$ cat src/rtl/pipe_stage_regs_pkg.sv
// rtl/pipe_stage_regs_pkg.sv - shared constants and control bundle for the MIPS pipeline registers
package mips_pipe_pkg;

  localparam logic [31:0] NOP_INSTR = 32'h0;
  localparam logic [4:0]  REG_ZERO  = 5'd0;

  typedef struct packed {
    logic       RegWrite;
    logic       MemtoReg;
    logic       MemWrite;
    logic       ALUSrc;
    logic       RegDst;
    logic       Branch;
    logic [2:0] ALUControl;
  } ctrl_e_t;

  localparam ctrl_e_t BUBBLE_CTRL = '0;

endpackage

$ cat src/rtl/pipe_stage_regs_if.sv
// rtl/pipe_stage_regs_if.sv - fetch/decode/hazard side bundle of the pipeline registers (PIPE_PERF_CNT_EN adds counters)
interface pipe_stage_regs_if #(
  parameter int DW = 32
`ifdef PIPE_PERF_CNT_EN
  , parameter int CNT_W = 32
`endif
);
  logic          StallF, StallD, FlushE, PCSrcD;
  logic [DW-1:0] PCBranchD, PCPlus4F;
  logic [31:0]   InstrF;
  logic [DW-1:0] PCF;
  logic [31:0]   InstrD;
  logic [DW-1:0] PCPlus4D;
  logic          ValidD;
  logic [4:0]    RsD_in, RtD_in, RdD_in;
  logic          RegWriteD, MemtoRegD, MemWriteD, ALUSrcD, RegDstD, BranchD;
  logic [2:0]    ALUControlD;
  logic [DW-1:0] RD1D, RD2D, SignImmD;
  logic [4:0]    RsE, RtE, RdE;
  logic          RegWriteE, MemtoRegE, MemWriteE, ALUSrcE, RegDstE, BranchE;
  logic [2:0]    ALUControlE;
  logic [DW-1:0] RD1E, RD2E, SignImmE;
  logic          ValidE;
`ifdef PIPE_PERF_CNT_EN
  logic [CNT_W-1:0] StallCnt, BubbleCnt, BranchCnt;
`endif

  modport master (
    output StallF, StallD, FlushE, PCSrcD, PCBranchD, PCPlus4F, InstrF,
           RsD_in, RtD_in, RdD_in, RegWriteD, MemtoRegD, MemWriteD, ALUSrcD,
           RegDstD, BranchD, ALUControlD, RD1D, RD2D, SignImmD,
    input  PCF, InstrD, PCPlus4D, ValidD, RsE, RtE, RdE, RegWriteE, MemtoRegE,
           MemWriteE, ALUSrcE, RegDstE, BranchE, ALUControlE, RD1E, RD2E,
           SignImmE, ValidE
`ifdef PIPE_PERF_CNT_EN
    , input StallCnt, BubbleCnt, BranchCnt
`endif
  );

  modport slave (
    input  StallF, StallD, FlushE, PCSrcD, PCBranchD, PCPlus4F, InstrF,
           RsD_in, RtD_in, RdD_in, RegWriteD, MemtoRegD, MemWriteD, ALUSrcD,
           RegDstD, BranchD, ALUControlD, RD1D, RD2D, SignImmD,
    output PCF, InstrD, PCPlus4D, ValidD, RsE, RtE, RdE, RegWriteE, MemtoRegE,
           MemWriteE, ALUSrcE, RegDstE, BranchE, ALUControlE, RD1E, RD2E,
           SignImmE, ValidE
`ifdef PIPE_PERF_CNT_EN
    , output StallCnt, BubbleCnt, BranchCnt
`endif
  );
endinterface

$ cat src/rtl/pipe_reg_enclr.sv
// rtl/pipe_reg_enclr.sv - width-parameterised register with async reset, enable and sync clear
module pipe_reg_enclr #(
  parameter int           W       = 32,
  parameter logic [W-1:0] RST_VAL = '0,
  parameter logic [W-1:0] CLR_VAL = '0
) (
  input  logic         clk,
  input  logic         rst_n,
  input  logic         en_i,
  input  logic         clr_i,
  input  logic [W-1:0] d_i,
  output logic [W-1:0] q_o
);
  logic [W-1:0] data_q;

  // Clear wins over enable so a squash is never masked by a load.
  always_ff @(posedge clk or negedge rst_n) begin
    if (!rst_n)     data_q <= RST_VAL;
    else if (clr_i) data_q <= CLR_VAL;
    else if (en_i)  data_q <= d_i;
  end

  assign q_o = data_q;
endmodule

$ cat src/rtl/pipe_stage_regs.sv
// rtl/pipe_stage_regs.sv - PC, IF/ID and ID/EX registers driven by hazard stall/flush; PIPE_PERF_CNT_EN adds event counters
module pipe_stage_regs
  import mips_pipe_pkg::*;
#(
  parameter int          DW       = 32,
  parameter logic [DW-1:0] RESET_PC = '0
`ifdef PIPE_PERF_CNT_EN
  , parameter int CNT_W = 32
`endif
) (
  input logic              clk,
  input logic              rst_n,
  pipe_stage_regs_if.slave bus
);
  localparam int IFID_W = 1 + DW + 32;
  localparam int IDEX_W = 1 + $bits(ctrl_e_t) + 15 + 3 * DW;
  localparam logic [IFID_W-1:0] IFID_CLR = {1'b0, {DW{1'b0}}, NOP_INSTR};
  localparam logic [IDEX_W-1:0] IDEX_CLR =
    {1'b0, BUBBLE_CTRL, REG_ZERO, REG_ZERO, REG_ZERO, {(3 * DW){1'b0}}};

  logic              take_d;
  logic [DW-1:0]     pc_d, pc_q;
  logic [IFID_W-1:0] ifid_d, ifid_q;
  logic [IDEX_W-1:0] idex_d, idex_q;
  ctrl_e_t           ctrl_d, ctrl_q;

  // A stalled decode may be looking at stale operands, so its branch is ignored.
  assign take_d = bus.PCSrcD & ~bus.StallD;
  assign pc_d   = take_d ? bus.PCBranchD : bus.PCPlus4F;

  pipe_reg_enclr #(.W(DW), .RST_VAL(RESET_PC), .CLR_VAL('0)) u_pc (
    .clk(clk), .rst_n(rst_n), .en_i(~bus.StallF), .clr_i(1'b0),
    .d_i(pc_d), .q_o(pc_q)
  );

  assign ifid_d = {1'b1, bus.PCPlus4F, bus.InstrF};

  pipe_reg_enclr #(.W(IFID_W), .RST_VAL('0), .CLR_VAL(IFID_CLR)) u_ifid (
    .clk(clk), .rst_n(rst_n), .en_i(~bus.StallD), .clr_i(take_d),
    .d_i(ifid_d), .q_o(ifid_q)
  );

  assign ctrl_d = '{RegWrite: bus.RegWriteD, MemtoReg: bus.MemtoRegD,
                    MemWrite: bus.MemWriteD, ALUSrc: bus.ALUSrcD,
                    RegDst: bus.RegDstD, Branch: bus.BranchD,
                    ALUControl: bus.ALUControlD};

  // ValidE masks a stalled decode so the same instruction never issues twice.
  assign idex_d = {bus.ValidD & ~bus.StallD, ctrl_d, bus.RsD_in, bus.RtD_in,
                   bus.RdD_in, bus.RD1D, bus.RD2D, bus.SignImmD};

  pipe_reg_enclr #(.W(IDEX_W), .RST_VAL('0), .CLR_VAL(IDEX_CLR)) u_idex (
    .clk(clk), .rst_n(rst_n), .en_i(1'b1), .clr_i(bus.FlushE),
    .d_i(idex_d), .q_o(idex_q)
  );

  assign bus.PCF = pc_q;
  assign {bus.ValidD, bus.PCPlus4D, bus.InstrD} = ifid_q;
  assign {bus.ValidE, ctrl_q, bus.RsE, bus.RtE, bus.RdE,
          bus.RD1E, bus.RD2E, bus.SignImmE} = idex_q;
  assign bus.RegWriteE   = ctrl_q.RegWrite;
  assign bus.MemtoRegE   = ctrl_q.MemtoReg;
  assign bus.MemWriteE   = ctrl_q.MemWrite;
  assign bus.ALUSrcE     = ctrl_q.ALUSrc;
  assign bus.RegDstE     = ctrl_q.RegDst;
  assign bus.BranchE     = ctrl_q.Branch;
  assign bus.ALUControlE = ctrl_q.ALUControl;

`ifdef PIPE_PERF_CNT_EN
  localparam logic [CNT_W-1:0] CNT_ONE = CNT_W'(1);

  logic [CNT_W-1:0] stall_cnt_q, stall_cnt_d;
  logic [CNT_W-1:0] bubble_cnt_q, bubble_cnt_d;
  logic [CNT_W-1:0] branch_cnt_q, branch_cnt_d;

  // Saturating increments: a counter parked at all-ones stays there.
  always_comb begin
    stall_cnt_d  = stall_cnt_q;
    bubble_cnt_d = bubble_cnt_q;
    branch_cnt_d = branch_cnt_q;
    if (bus.StallD && !(&stall_cnt_q))  stall_cnt_d  = stall_cnt_q + CNT_ONE;
    if (bus.FlushE && !(&bubble_cnt_q)) bubble_cnt_d = bubble_cnt_q + CNT_ONE;
    if (take_d && !(&branch_cnt_q))     branch_cnt_d = branch_cnt_q + CNT_ONE;
  end

  always_ff @(posedge clk or negedge rst_n) begin
    if (!rst_n) begin
      stall_cnt_q  <= '0;
      bubble_cnt_q <= '0;
      branch_cnt_q <= '0;
    end else begin
      stall_cnt_q  <= stall_cnt_d;
      bubble_cnt_q <= bubble_cnt_d;
      branch_cnt_q <= branch_cnt_d;
    end
  end

  assign bus.StallCnt  = stall_cnt_q;
  assign bus.BubbleCnt = bubble_cnt_q;
  assign bus.BranchCnt = branch_cnt_q;
`endif
endmodule

$ cat src/flat_wrapper.sv
// flat-port wrapper written by rule: the top's interface ports become plain ports
module pipe_stage_regs_flat import mips_pipe_pkg::*;
#(
  parameter int          DW       = 32,
  parameter logic [DW-1:0] RESET_PC = '0

)
  (clk, rst_n, bus_StallF, bus_StallD, bus_FlushE, bus_PCSrcD, bus_PCBranchD, bus_PCPlus4F, bus_InstrF, bus_RsD_in, bus_RtD_in, bus_RdD_in, bus_RegWriteD, bus_MemtoRegD, bus_MemWriteD, bus_ALUSrcD, bus_RegDstD, bus_BranchD, bus_ALUControlD, bus_RD1D, bus_RD2D, bus_SignImmD, bus_PCF, bus_InstrD, bus_PCPlus4D, bus_ValidD, bus_RsE, bus_RtE, bus_RdE, bus_RegWriteE, bus_MemtoRegE, bus_MemWriteE, bus_ALUSrcE, bus_RegDstE, bus_BranchE, bus_ALUControlE, bus_RD1E, bus_RD2E, bus_SignImmE, bus_ValidE);
  pipe_stage_regs_if #(.DW(DW)) bus_i ();
  input logic clk;
  input logic rst_n;
  input wire logic [$bits(bus_i.StallF)-1:0] bus_StallF;
  input wire logic [$bits(bus_i.StallD)-1:0] bus_StallD;
  input wire logic [$bits(bus_i.FlushE)-1:0] bus_FlushE;
  input wire logic [$bits(bus_i.PCSrcD)-1:0] bus_PCSrcD;
  input wire logic [$bits(bus_i.PCBranchD)-1:0] bus_PCBranchD;
  input wire logic [$bits(bus_i.PCPlus4F)-1:0] bus_PCPlus4F;
  input wire logic [$bits(bus_i.InstrF)-1:0] bus_InstrF;
  input wire logic [$bits(bus_i.RsD_in)-1:0] bus_RsD_in;
  input wire logic [$bits(bus_i.RtD_in)-1:0] bus_RtD_in;
  input wire logic [$bits(bus_i.RdD_in)-1:0] bus_RdD_in;
  input wire logic [$bits(bus_i.RegWriteD)-1:0] bus_RegWriteD;
  input wire logic [$bits(bus_i.MemtoRegD)-1:0] bus_MemtoRegD;
  input wire logic [$bits(bus_i.MemWriteD)-1:0] bus_MemWriteD;
  input wire logic [$bits(bus_i.ALUSrcD)-1:0] bus_ALUSrcD;
  input wire logic [$bits(bus_i.RegDstD)-1:0] bus_RegDstD;
  input wire logic [$bits(bus_i.BranchD)-1:0] bus_BranchD;
  input wire logic [$bits(bus_i.ALUControlD)-1:0] bus_ALUControlD;
  input wire logic [$bits(bus_i.RD1D)-1:0] bus_RD1D;
  input wire logic [$bits(bus_i.RD2D)-1:0] bus_RD2D;
  input wire logic [$bits(bus_i.SignImmD)-1:0] bus_SignImmD;
  output wire logic [$bits(bus_i.PCF)-1:0] bus_PCF;
  output wire logic [$bits(bus_i.InstrD)-1:0] bus_InstrD;
  output wire logic [$bits(bus_i.PCPlus4D)-1:0] bus_PCPlus4D;
  output wire logic [$bits(bus_i.ValidD)-1:0] bus_ValidD;
  output wire logic [$bits(bus_i.RsE)-1:0] bus_RsE;
  output wire logic [$bits(bus_i.RtE)-1:0] bus_RtE;
  output wire logic [$bits(bus_i.RdE)-1:0] bus_RdE;
  output wire logic [$bits(bus_i.RegWriteE)-1:0] bus_RegWriteE;
  output wire logic [$bits(bus_i.MemtoRegE)-1:0] bus_MemtoRegE;
  output wire logic [$bits(bus_i.MemWriteE)-1:0] bus_MemWriteE;
  output wire logic [$bits(bus_i.ALUSrcE)-1:0] bus_ALUSrcE;
  output wire logic [$bits(bus_i.RegDstE)-1:0] bus_RegDstE;
  output wire logic [$bits(bus_i.BranchE)-1:0] bus_BranchE;
  output wire logic [$bits(bus_i.ALUControlE)-1:0] bus_ALUControlE;
  output wire logic [$bits(bus_i.RD1E)-1:0] bus_RD1E;
  output wire logic [$bits(bus_i.RD2E)-1:0] bus_RD2E;
  output wire logic [$bits(bus_i.SignImmE)-1:0] bus_SignImmE;
  output wire logic [$bits(bus_i.ValidE)-1:0] bus_ValidE;
  assign bus_i.StallF = bus_StallF;
  assign bus_i.StallD = bus_StallD;
  assign bus_i.FlushE = bus_FlushE;
  assign bus_i.PCSrcD = bus_PCSrcD;
  assign bus_i.PCBranchD = bus_PCBranchD;
  assign bus_i.PCPlus4F = bus_PCPlus4F;
  assign bus_i.InstrF = bus_InstrF;
  assign bus_i.RsD_in = bus_RsD_in;
  assign bus_i.RtD_in = bus_RtD_in;
  assign bus_i.RdD_in = bus_RdD_in;
  assign bus_i.RegWriteD = bus_RegWriteD;
  assign bus_i.MemtoRegD = bus_MemtoRegD;
  assign bus_i.MemWriteD = bus_MemWriteD;
  assign bus_i.ALUSrcD = bus_ALUSrcD;
  assign bus_i.RegDstD = bus_RegDstD;
  assign bus_i.BranchD = bus_BranchD;
  assign bus_i.ALUControlD = bus_ALUControlD;
  assign bus_i.RD1D = bus_RD1D;
  assign bus_i.RD2D = bus_RD2D;
  assign bus_i.SignImmD = bus_SignImmD;
  assign bus_PCF = bus_i.PCF;
  assign bus_InstrD = bus_i.InstrD;
  assign bus_PCPlus4D = bus_i.PCPlus4D;
  assign bus_ValidD = bus_i.ValidD;
  assign bus_RsE = bus_i.RsE;
  assign bus_RtE = bus_i.RtE;
  assign bus_RdE = bus_i.RdE;
  assign bus_RegWriteE = bus_i.RegWriteE;
  assign bus_MemtoRegE = bus_i.MemtoRegE;
  assign bus_MemWriteE = bus_i.MemWriteE;
  assign bus_ALUSrcE = bus_i.ALUSrcE;
  assign bus_RegDstE = bus_i.RegDstE;
  assign bus_BranchE = bus_i.BranchE;
  assign bus_ALUControlE = bus_i.ALUControlE;
  assign bus_RD1E = bus_i.RD1E;
  assign bus_RD2E = bus_i.RD2E;
  assign bus_SignImmE = bus_i.SignImmE;
  assign bus_ValidE = bus_i.ValidE;
  pipe_stage_regs #(.DW(DW), .RESET_PC(RESET_PC)) u_core (.clk(clk), .rst_n(rst_n), .bus(bus_i));
endmodule
$ cat config.mk
export PLATFORM = sky130hd
export DESIGN_NAME = pipe_stage_regs_flat
export DESIGN_NICKNAME = d
export VERILOG_FILES = /design/src/rtl/pipe_stage_regs_pkg.sv /design/src/rtl/pipe_stage_regs_if.sv /design/src/rtl/pipe_reg_enclr.sv /design/src/rtl/pipe_stage_regs.sv /design/src/flat_wrapper.sv
export SDC_FILE = /design/constraint.sdc
export NUM_CORES = 1
export LEC_CHECK = 0
export CAP_MARGIN = 20
export CORE_AREA = 2 2 172 174
export DETAILED_ROUTE_END_ITERATION = 10
export DIE_AREA = 0 0 174 176
export GPL_TIMING_DRIVEN = 0
export PLACE_DENSITY = 0.7
export SYNTH_ARGS = -nofsm -noshare
export SYNTH_HDL_FRONTEND = slang
export SYNTH_HIERARCHICAL = 1
export SYNTH_SLANG_ARGS = --single-unit
$ cat constraint.sdc
create_clock -name clk -period 2.15 [get_ports clk]
set_clock_uncertainty 0.15 [all_clocks]
set_input_delay 0.5375 -clock clk [delete_from_list [all_inputs] [get_ports clk]]
set_output_delay 0.5375 -clock clk [all_outputs]
set_load 0.05 [all_outputs]
# After elaboration in Yosys (flattened, before gate mapping)
# Index checks and enable logic that the tools add are counted.
[word_totals]
register_bits = 218
latch_bits = 0
ram_bits = 0
mem_bits_ro = 0
inputBits = 222
output_inout_bits = 218
word_cells = 11
mem_count = 0
[classes]
n_addsub = 0
mul = 0
div = 0
order_cmp = 0
eq_ne = 1
n_shift = 0
n_mux = 4
bitwise_logic = 3
reduce_logical = 0
[op_table]
columns = ["cell", "n"]
rows = [
  ["two-way mux 65 bit", 2],
  ["two-way mux 121 bit", 1],
  ["two-way mux 32 bit", 1],
  ["bitwise AND 1 bit", 2],
  ["inequality test 2 x 1 -> 1 bit (second input constant)", 1],
  ["NOT 1 bit", 1],
]

# Depth between registers and ports, before layout
# Gate-level depths: netlist of run 1.
[logic_depth]
word_depth = 3
ltp_mapped = 7
depth_no_buf = 4

# Hierarchy
# Netlist of run 1, hierarchy kept.
[modules_own_cells]
columns = ["mod", "instances", "cells_per_inst", "area_each_um2", "seq_area_each_um2"]
rows = [
  ["pipe_reg_enclr at u_core.u_idex", 1, 390, 4973.5, 3027.9],
  ["pipe_reg_enclr at u_core.u_ifid", 1, 209, 2667.6, 1626.6],
  ["pipe_reg_enclr at u_core.u_pc", 1, 103, 1323.8, 800.8],
  ["pipe_stage_regs", 1, 43, 553.0, 0.0],
]

# Worst setup path after synthesis of run 1
# Ideal clock, no wire load.
[synth_path]
path_type = "input-to-reg"
from = "in bus_StallD"
to = "reg u_core.u_ifid.data_q[22], in the netlist u_core/u_ifid/q_o[22]"
setup_time_ns = 0.132
arrival_ns = 1.494
t_required_ns = 1.868
path_slack_ns = 0.374
stages = 7
path_buffers = 4
path_cell_list = "nand2b_4 > buf_6 > buf_6 > inv_1 > buf_2 > clkbuf_1 > nor2_1"
[synth_via]
elab_chain_cells = 3
word_cells_on_any_way = 4
classes_between = "1 x eq/ne; 1 x mux; 2 x bitwise"
[synth_rtl]
columns = ["element", "line", "source"]
rows = [
  ["start: declaration", "flat_wrapper.sv:13", "input wire logic [$bits(bus_i.StallD)-1:0] bus_StallD;"],
  ["NOT 1 bit *", "--", ""],
  ["bitwise AND 1 bit *", "pipe_stage_regs.sv:28", "assign take_d = bus.PCSrcD & ~bus.StallD;"],
  ["net u_core.take_d", "pipe_stage_regs.sv:21", "logic take_d;"],
  ["inequality test 2 x 1 -> 1 bit (no line) / two-way mux 65 bit (equally long branches)", "--", ""],
  ["end signal: assignment", "pipe_reg_enclr.sv:20", "else if (en_i) data_q <= d_i;"],
  ["end: declaration", "pipe_reg_enclr.sv:14", "logic [W-1:0] data_q;"],
]
# The timed path passes the listed nets; every way through them passes the cells marked *.
# A chain may end at the register's enable or synchronous reset.

# Worst setup path in the final report of run 1
[layout_path]
from = "reg u_core.u_pc.data_q[18], in the netlist u_core/u_pc/q_o[18]"
to = "out bus_PCF[18]"
[layout_rtl]
columns = ["element", "line", "source"]
rows = [
  ["start: declaration", "pipe_reg_enclr.sv:14", ""],
  ["start signal: assignment", "pipe_reg_enclr.sv:20", ""],
  ["end: declaration", "flat_wrapper.sv:32", "output wire logic [$bits(bus_i.PCF)-1:0] bus_PCF;"],
]
# No word-level cell between the ends.

==> impl_metrics.env, run 1 <==
export IMPL_grt_use_met1_pct=24.11
export IMPL_crit_fanout=2
export IMPL_fmax_mhz=471.9
export IMPL_fp_dieW_um=174
export IMPL_peakVddDrop_mv=0.4469
export IMPL_switching_power_w=0.003649
export IMPL_portBuffers=438
export IMPL_start_util_pct=33.34
export IMPL_met2_usage_pct=33.80
export IMPL_crit_family="buffers and inverters"
export IMPL_n_antenna_cell=0
export IMPL_worst_path_buf_inv=1
export IMPL_finalCriticalPeriod_ns=2.119
export IMPL_clk_pin_slew_ns=0.06
export IMPL_grt_busiest_layer="met2"
export IMPL_swShare_pct=31.39
export IMPL_grt_max_degree=114
export IMPL_routed_via_density=4.515
export IMPL_outcome="completed"
export IMPL_hold_viol=0
export IMPL_place_hpwl_um=22880
export IMPL_cts_buffers=26
export IMPL_yosysSeqAreaShare_pct=57.32
export IMPL_clock_path_buffers=3
export IMPL_power_leakage_nw=7.736
export IMPL_pwr_share_comb_pct=24.1
export IMPL_cts_tree="done"
export IMPL_setup_viol=0
export IMPL_slew_headroom_pct=42.93
export IMPL_htree_levels=1
export IMPL_avgRoutedWirePerCell_um=18.64
export IMPL_grt_usage_pct=19.39
export IMPL_intPower_w=0.007977
export IMPL_syn_avg_cell_area_sq_um=12.78
export IMPL_gr_usage_met3_pct=4.307
export IMPL_insertion_delay_ns=0.52
export IMPL_antenna_found_initial=0
export IMPL_crit_arrival_ns=1.43
export IMPL_final_cell_mix="219 x clkdlybuf4s50_1, 218 x mux2i_1, 218 x nor2_1, 218 x dfrtp_1, 108 x dlygate4sd2_1"
export IMPL_post_route_util_pct=52.98
export IMPL_rsz0062_at_grt="false"
export IMPL_drc=0
export IMPL_cp_required_ns=1.46
export IMPL_dieArea_sq_um=30620
export IMPL_io_pins=440
export IMPL_rows=62
export IMPL_cts_root_buf="clkbuf_16"
export IMPL_synth_warnings=6
export IMPL_tightest_slew_ns=0.8560
export IMPL_grt_pass1_wl_um=46730
export IMPL_die_height_um=176
export IMPL_nets=1440
export IMPL_finalMaxSlewViolations=0
export IMPL_post_route_period_util_pct=98.57
export IMPL_drt_iter0_markers=314
export IMPL_pwr_share_seq_pct=39.0
export IMPL_crit_type="flip-flop to output port"
export IMPL_synthesis_instances=745
export IMPL_power_density_nw_per_um2=768.6
export IMPL_max_stage_delay_ns=0.56
export IMPL_crit_slowest_cell="dlygate4sd2_1"
export IMPL_core_sq_um=28550
export IMPL_overflow=0
export IMPL_start_kind="flip-flop"
export IMPL_totalWireLength_um=30240
export IMPL_syn_area_sq_um=9518
export IMPL_maxCapViolations=0
export IMPL_ys_seq_elements=218
export IMPL_endpoint_kind="output port"
export IMPL_cts_sinks=218
export IMPL_crit_chain="dlygate4sd2_1"
export IMPL_total_power_w=0.01163
export IMPL_drive_gt1_share_pct=11.63
export IMPL_place_gp_congestion=0.8221
export IMPL_drt_first_pass_iters=4
export IMPL_layout_commonest_cell="clkdlybuf4s50_1"
export IMPL_area_growth_pct=58.92
export IMPL_grt_pass1_vias=7845
export IMPL_drtAntennaViolNets=0
export IMPL_p_clk_share_pct=36.9
export IMPL_via_count=7323
export IMPL_ys_types=15
export IMPL_hold_class="input pin to flip-flop"
-- synth_stat cells --
cell type  instances  area share (%)
buf_1              4            0.16
buf_12            18             3.8
buf_2              2            0.11
buf_4              5            0.39
buf_6              6            0.71
clkbuf_1          17            0.67
conb_1             2           0.079
dfrtp_1          218              57
inv_1              3            0.12
mux2_2             3            0.35
mux2_4            29             4.6
mux2i_1          218              23
nand2b_4           1            0.14
nor2_1           218             8.6
nor2b_1            1           0.066
-- layout make-up --
type	instances	area, sq um
fillers	2600	13420
flip-flops and latches	218	5455
repair buffers	440	4258
multi-input cells	477	3516
clock buffers	37	783.3
plain buffers	52	560.5
well taps	384	480.5
clock inverters	11	61.31
inverters	3	11.26
-- cell families (layout without fill, tap and decap cells) --
family | count (synthesis) | count (layout) | share of synthesized area (%)
simple gates | 220 | 220 | 8.808
other cells | 2 | 7 | 0.07890
flops | 218 | 218 | 57.32
mux | 250 | 250 | 27.86
buf+inv | 55 | 543 | 5.942
-- metrics by stage --
step	hold WS, ns	instance area (sq um)	worst slack, ns	setup TNS (ns)	cells
2_1_floorplan	0.09191	9537	0.3741	0	750
3_5_place_dp	0.3608	14430	-0.6532	-33.89	1573
3_3_place_gp	0.3509	14400	-9.312	-2054.83	1572
5_1_grt	0.2047	15130	0.0003862	0	1622
6_report	0.1929	15130	0.03073	0	1622
4_1_cts	0.1687	15110	0.0003373	0	1622
-- flip-flops by register name, indices dropped and copies added, names as in the netlist --
signal	cells
u_core/u_idex/q_o	121
u_core/u_ifid/q_o	65
u_core/u_pc/q_o	32
-- power by group through the flow --
stage | sequential, W | clock (W) | combinational (W)
floorplan | 0.00559 | 0 | 0.000699
global placement | 0.00461 | 0 | 0.00293
detailed placement | 0.00461 | 0 | 0.00296
CTS | 0.00454 | 0.00443 | 0.00279
global route | 0.00457 | 0.00459 | 0.00295
finish | 0.00454 | 0.00429 | 0.00280
-- worst paths after layout --
check                                       from  slack (ns)  cells after the start                      to
min in group asynchronous                  rst_n        0.47                      2    u_core/u_ifid/q_o[8]
max reg2reg                u_core/u_ifid/q_o[64]        1.16                      3  u_core/u_idex/q_o[120]
min reg2reg                u_core/u_ifid/q_o[39]        0.36                      2   u_core/u_ifid/q_o[39]
max                          u_core/u_pc/q_o[18]        0.03                      1             bus_PCF[18]
max in group asynchronous                  rst_n        0.32                      3   u_core/u_idex/q_o[91]
min                                   bus_FlushE        0.19                      2  u_core/u_idex/q_o[118]
-- routing by layer --
metal / routed length [um] / part of all wire, % / vias up
met5: 0 / 0 / -
met4: 870 / 2.9 / 0
met3: 1878 / 6.2 / 47
met2: 15170 / 50 / 252
met1: 12320 / 41 / 3597
li1: - / - / 3427
-- what timing repair did --
| item | in CTS | in global routing |
|---|---|---|
| setup buffers | 0 | 0 |
| setup endpoints to repair | 234 | 91 |
| hold buffers | 1 | 0 |
| endpoints found under the hold margin | 105 | 0 |
| gates resized for setup | 292 | 70 |
Note: power is estimated with default switching activity, not from simulation.
==> run 2: changes to the inputs <==
--- a/config.mk
+++ b/config.mk
@@ -5,12 +5,14 @@
 export SDC_FILE = /design/constraint.sdc
 export NUM_CORES = 1
 export LEC_CHECK = 0
+export ABC_AREA = 1
 export CAP_MARGIN = 20
 export CORE_AREA = 2 2 172 174
 export DETAILED_ROUTE_END_ITERATION = 10
 export DIE_AREA = 0 0 174 176
 export GPL_TIMING_DRIVEN = 0
-export PLACE_DENSITY = 0.7
+export PLACE_DENSITY = 0.69
+export SLEW_MARGIN = 15
 export SYNTH_ARGS = -nofsm -noshare
 export SYNTH_HDL_FRONTEND = slang
 export SYNTH_HIERARCHICAL = 1
==> impl_metrics.env, run 2 <==
export IMPL_rsz0062_at_grt="false"
export IMPL_layout_commonest_cell="nand2_1"
export IMPL_synth_top_cells_by_count="500 x nand2_1, 245 x nand3_1, 218 x dfrtp_1"
export IMPL_place_area_sq_um=14180
export IMPL_place_gp_congestion=0.8653
export IMPL_synth_warnings=6
export IMPL_dieArea_sq_um=30620
export IMPL_cp_required_ns=1.46
export IMPL_routed_via_density=4.665
export IMPL_area_growth_pct=60.08
export IMPL_hold_ws_ns=0.3125
export IMPL_endpoint_kind="output port"
export IMPL_grt_use_met1_pct=23.75
export IMPL_max_stage_delay_ns=0.56
export IMPL_setup_viol=0
export IMPL_post_route_period_util_pct=98.38
export IMPL_synthFlopType="dfrtp_1"
export IMPL_outcome="completed"
export IMPL_syn_avg_cell_area_sq_um=8.698
export IMPL_overflow=0
export IMPL_synthesis_instances=1063
export IMPL_yosysSeqAreaShare_pct=59.00
export IMPL_nets=1755
export IMPL_ys_seq_elements=218
export IMPL_grt_pass1_vias=9030
export IMPL_htree_levels=1
export IMPL_cts_buffers=25
export IMPL_start_util_pct=32.39
export IMPL_fp_dieW_um=174
export IMPL_grt_max_degree=97
export IMPL_synth_edf_count=0
export IMPL_finish_instance_area_sq_um=14800
export IMPL_grt_busiest_layer="met2"
export IMPL_clock_path_buffers=3
export IMPL_yosysTopAreaCellShare_pct=59.00
export IMPL_crit_fanout=2
export IMPL_insertion_delay_ns=0.51
export IMPL_worst_path_buf_inv=1
export IMPL_finalMaxSlewViolations=0
export IMPL_crit_family="buffers and inverters"
export IMPL_peakVddDrop_mv=0.4688
export IMPL_start_kind="flip-flop"
export IMPL_drc=0
export IMPL_core_sq_um=28550
export IMPL_crit_chain="clkdlybuf4s15_1"
export IMPL_cts_setup_buffers=0
export IMPL_slew_headroom_pct=61.85
export IMPL_power_leakage_nw=8.018
export IMPL_grt_usage_pct=21.40
export IMPL_drive_gt1_share_pct=9.806
export IMPL_cts_sinks=218
export IMPL_place_hpwl_um=25420
export IMPL_crit_arrival_ns=1.43
export IMPL_die_height_um=176
export IMPL_fmax_mhz=472.8
export IMPL_gr_usage_met3_pct=8.075
export IMPL_antenna_found_initial=3
export IMPL_crit_slowest_cell="clkdlybuf4s15_1"
export IMPL_drtAntennaViolNets=0
export IMPL_crit_type="flip-flop to output port"
export IMPL_cts_root_buf="clkbuf_16"
export IMPL_final_cell_mix="500 x nand2_1, 245 x nand3_1, 219 x clkdlybuf4s50_1"
export IMPL_async_flop_share_pct=100.0
export IMPL_ys_types=17
export IMPL_avgRoutedWirePerCell_um=17.35
export IMPL_fin_ws_ns=0.03488
export IMPL_largest_register_ffs=121
export IMPL_finalCriticalPeriod_ns=2.115
export IMPL_io_pins=440
export IMPL_maxCapViolations=0
export IMPL_met2_usage_pct=37.78
export IMPL_drt_first_pass_iters=4
export IMPL_hold_viol=0
export IMPL_ys_top_cells_by_area="dfrtp_1 59%, nand2_1 20%, nand3_1 13%"
export IMPL_power_density_nw_per_um2=770.9
export IMPL_grt_pass1_wl_um=51360
export IMPL_via_count=9027
export IMPL_clk_pin_slew_ns=0.06
export IMPL_drt_iter0_markers=541
export IMPL_yosysMostFrequentCell="nand2_1"
export IMPL_place_ws_ns=-0.2367
export IMPL_tightest_slew_ns=0.5745
export IMPL_syn_area_sq_um=9246
export IMPL_n_fill_cell=2725
export IMPL_cts_tree="done"
export IMPL_hold_class="flip-flop to flip-flop"
export IMPL_rows=62
export IMPL_totalWireLength_um=33570
export IMPL_portBuffers=438
export IMPL_yosys_area_top_type="dfrtp_1"
==> run 2: cell count changes in the layout (fill, tap and decap cells not counted), sizes merged, moves of 3 or more <==
cell / delta
conb: -3
nor2: -214
buf: +43
dlygate4sd2: +41
nand2: +501
mux2i: -218
inv: +3
clkdlybuf4s15: -39
mux2: -32
nand3: +250
clkbuf: -20
==> run 2: cell families after synthesis <==
kind of cell  Yosys count  synth area share (%)
buf+inv                88                 6.238
flops                 218                 59.00
other cells             2               0.08122
simple gates          755                 34.68
==> run 2: final cells by class <==
class	instances	area [sq um]	share of cell area (%)
clock inverters	12	117.6	0.7946
flip-flops and latches	218	5455	36.86
plain buffers	81	548.0	3.702
diodes	1	2.502	0.01691
repair buffers	441	4235	28.61
inverters	7	28.78	0.1944
clock buffers	32	711.9	4.810
well taps	384	480.5	3.246
multi-input cells	759	3222	21.77
==> run 2: final timing paths <==
path / startpoint / end / slack, ns / cells after the start
worst min register to register: u_core/u_ifid/q_o[26] / u_core/u_ifid/q_o[26] / 0.31 / 2
worst max-delay path: u_core/u_pc/q_o[0] / bus_PCF[0] / 0.03 / 1
worst max register to register: u_core/u_ifid/q_o[64] / u_core/u_idex/q_o[120] / 1.17 / 4
max in group asynchronous: rst_n / u_core/u_idex/q_o[61] / 0.72 / 3
worst min-delay path: u_core/u_ifid/q_o[26] / u_core/u_ifid/q_o[26] / 0.31 / 2
min in group asynchronous: rst_n / u_core/u_ifid/q_o[8] / 0.32 / 2
==> run 2: power breakdown <==
group | switching (W) | leakage, nW | internal [W] | total (W)
Clock | 0.00172 | 0.408 | 0.00257 | 0.00429
Combinational | 0.00173 | 4.74 | 0.000874 | 0.00261
Sequential | 0.000142 | 2.87 | 0.00437 | 0.00451
==> run 2: timing repair <==
action / 4_1_cts / 5_1_grt
endpoints found under the hold margin: 28 / 0
hold buffers: 1 / 0
setup endpoints to repair: 218 / 56
resized for setup: 248 / 58
==> run 2: routing by layer <==
| metal | share of wire, % | wire length [um] | up-vias |
|---|---|---|---|
| met4 | 2.9 | 983 | 2 |
| li1 | - | - | 4347 |
| met2 | 49 | 16410 | 400 |
| met1 | 38 | 12600 | 4218 |
| met5 | 0.048 | 16 | - |
| met3 | 11 | 3562 | 60 |
==> run 2: per-stage QoR <==
step           TNS (ns)  power, W  instances  util (%)
2_1_floorplan         0  0.006076       1065         -
3_3_place_gp   -2025.34  0.007324       1887     49.46
3_5_place_dp     -10.93  0.007350       1889     49.67
4_1_cts               0   0.01149       1934     51.78
5_1_grt               0   0.01188       1935     51.85
6_report              0   0.01141       1935     51.85
==> run 2: worst register-to-register path, delay by kind of cell, from the launching register on <==
family | cells | cell delay, ns
DFF | 1 | 0.37
and+or+nand+nor | 3 | 0.36
buffers and inverters | 1 | 0.04
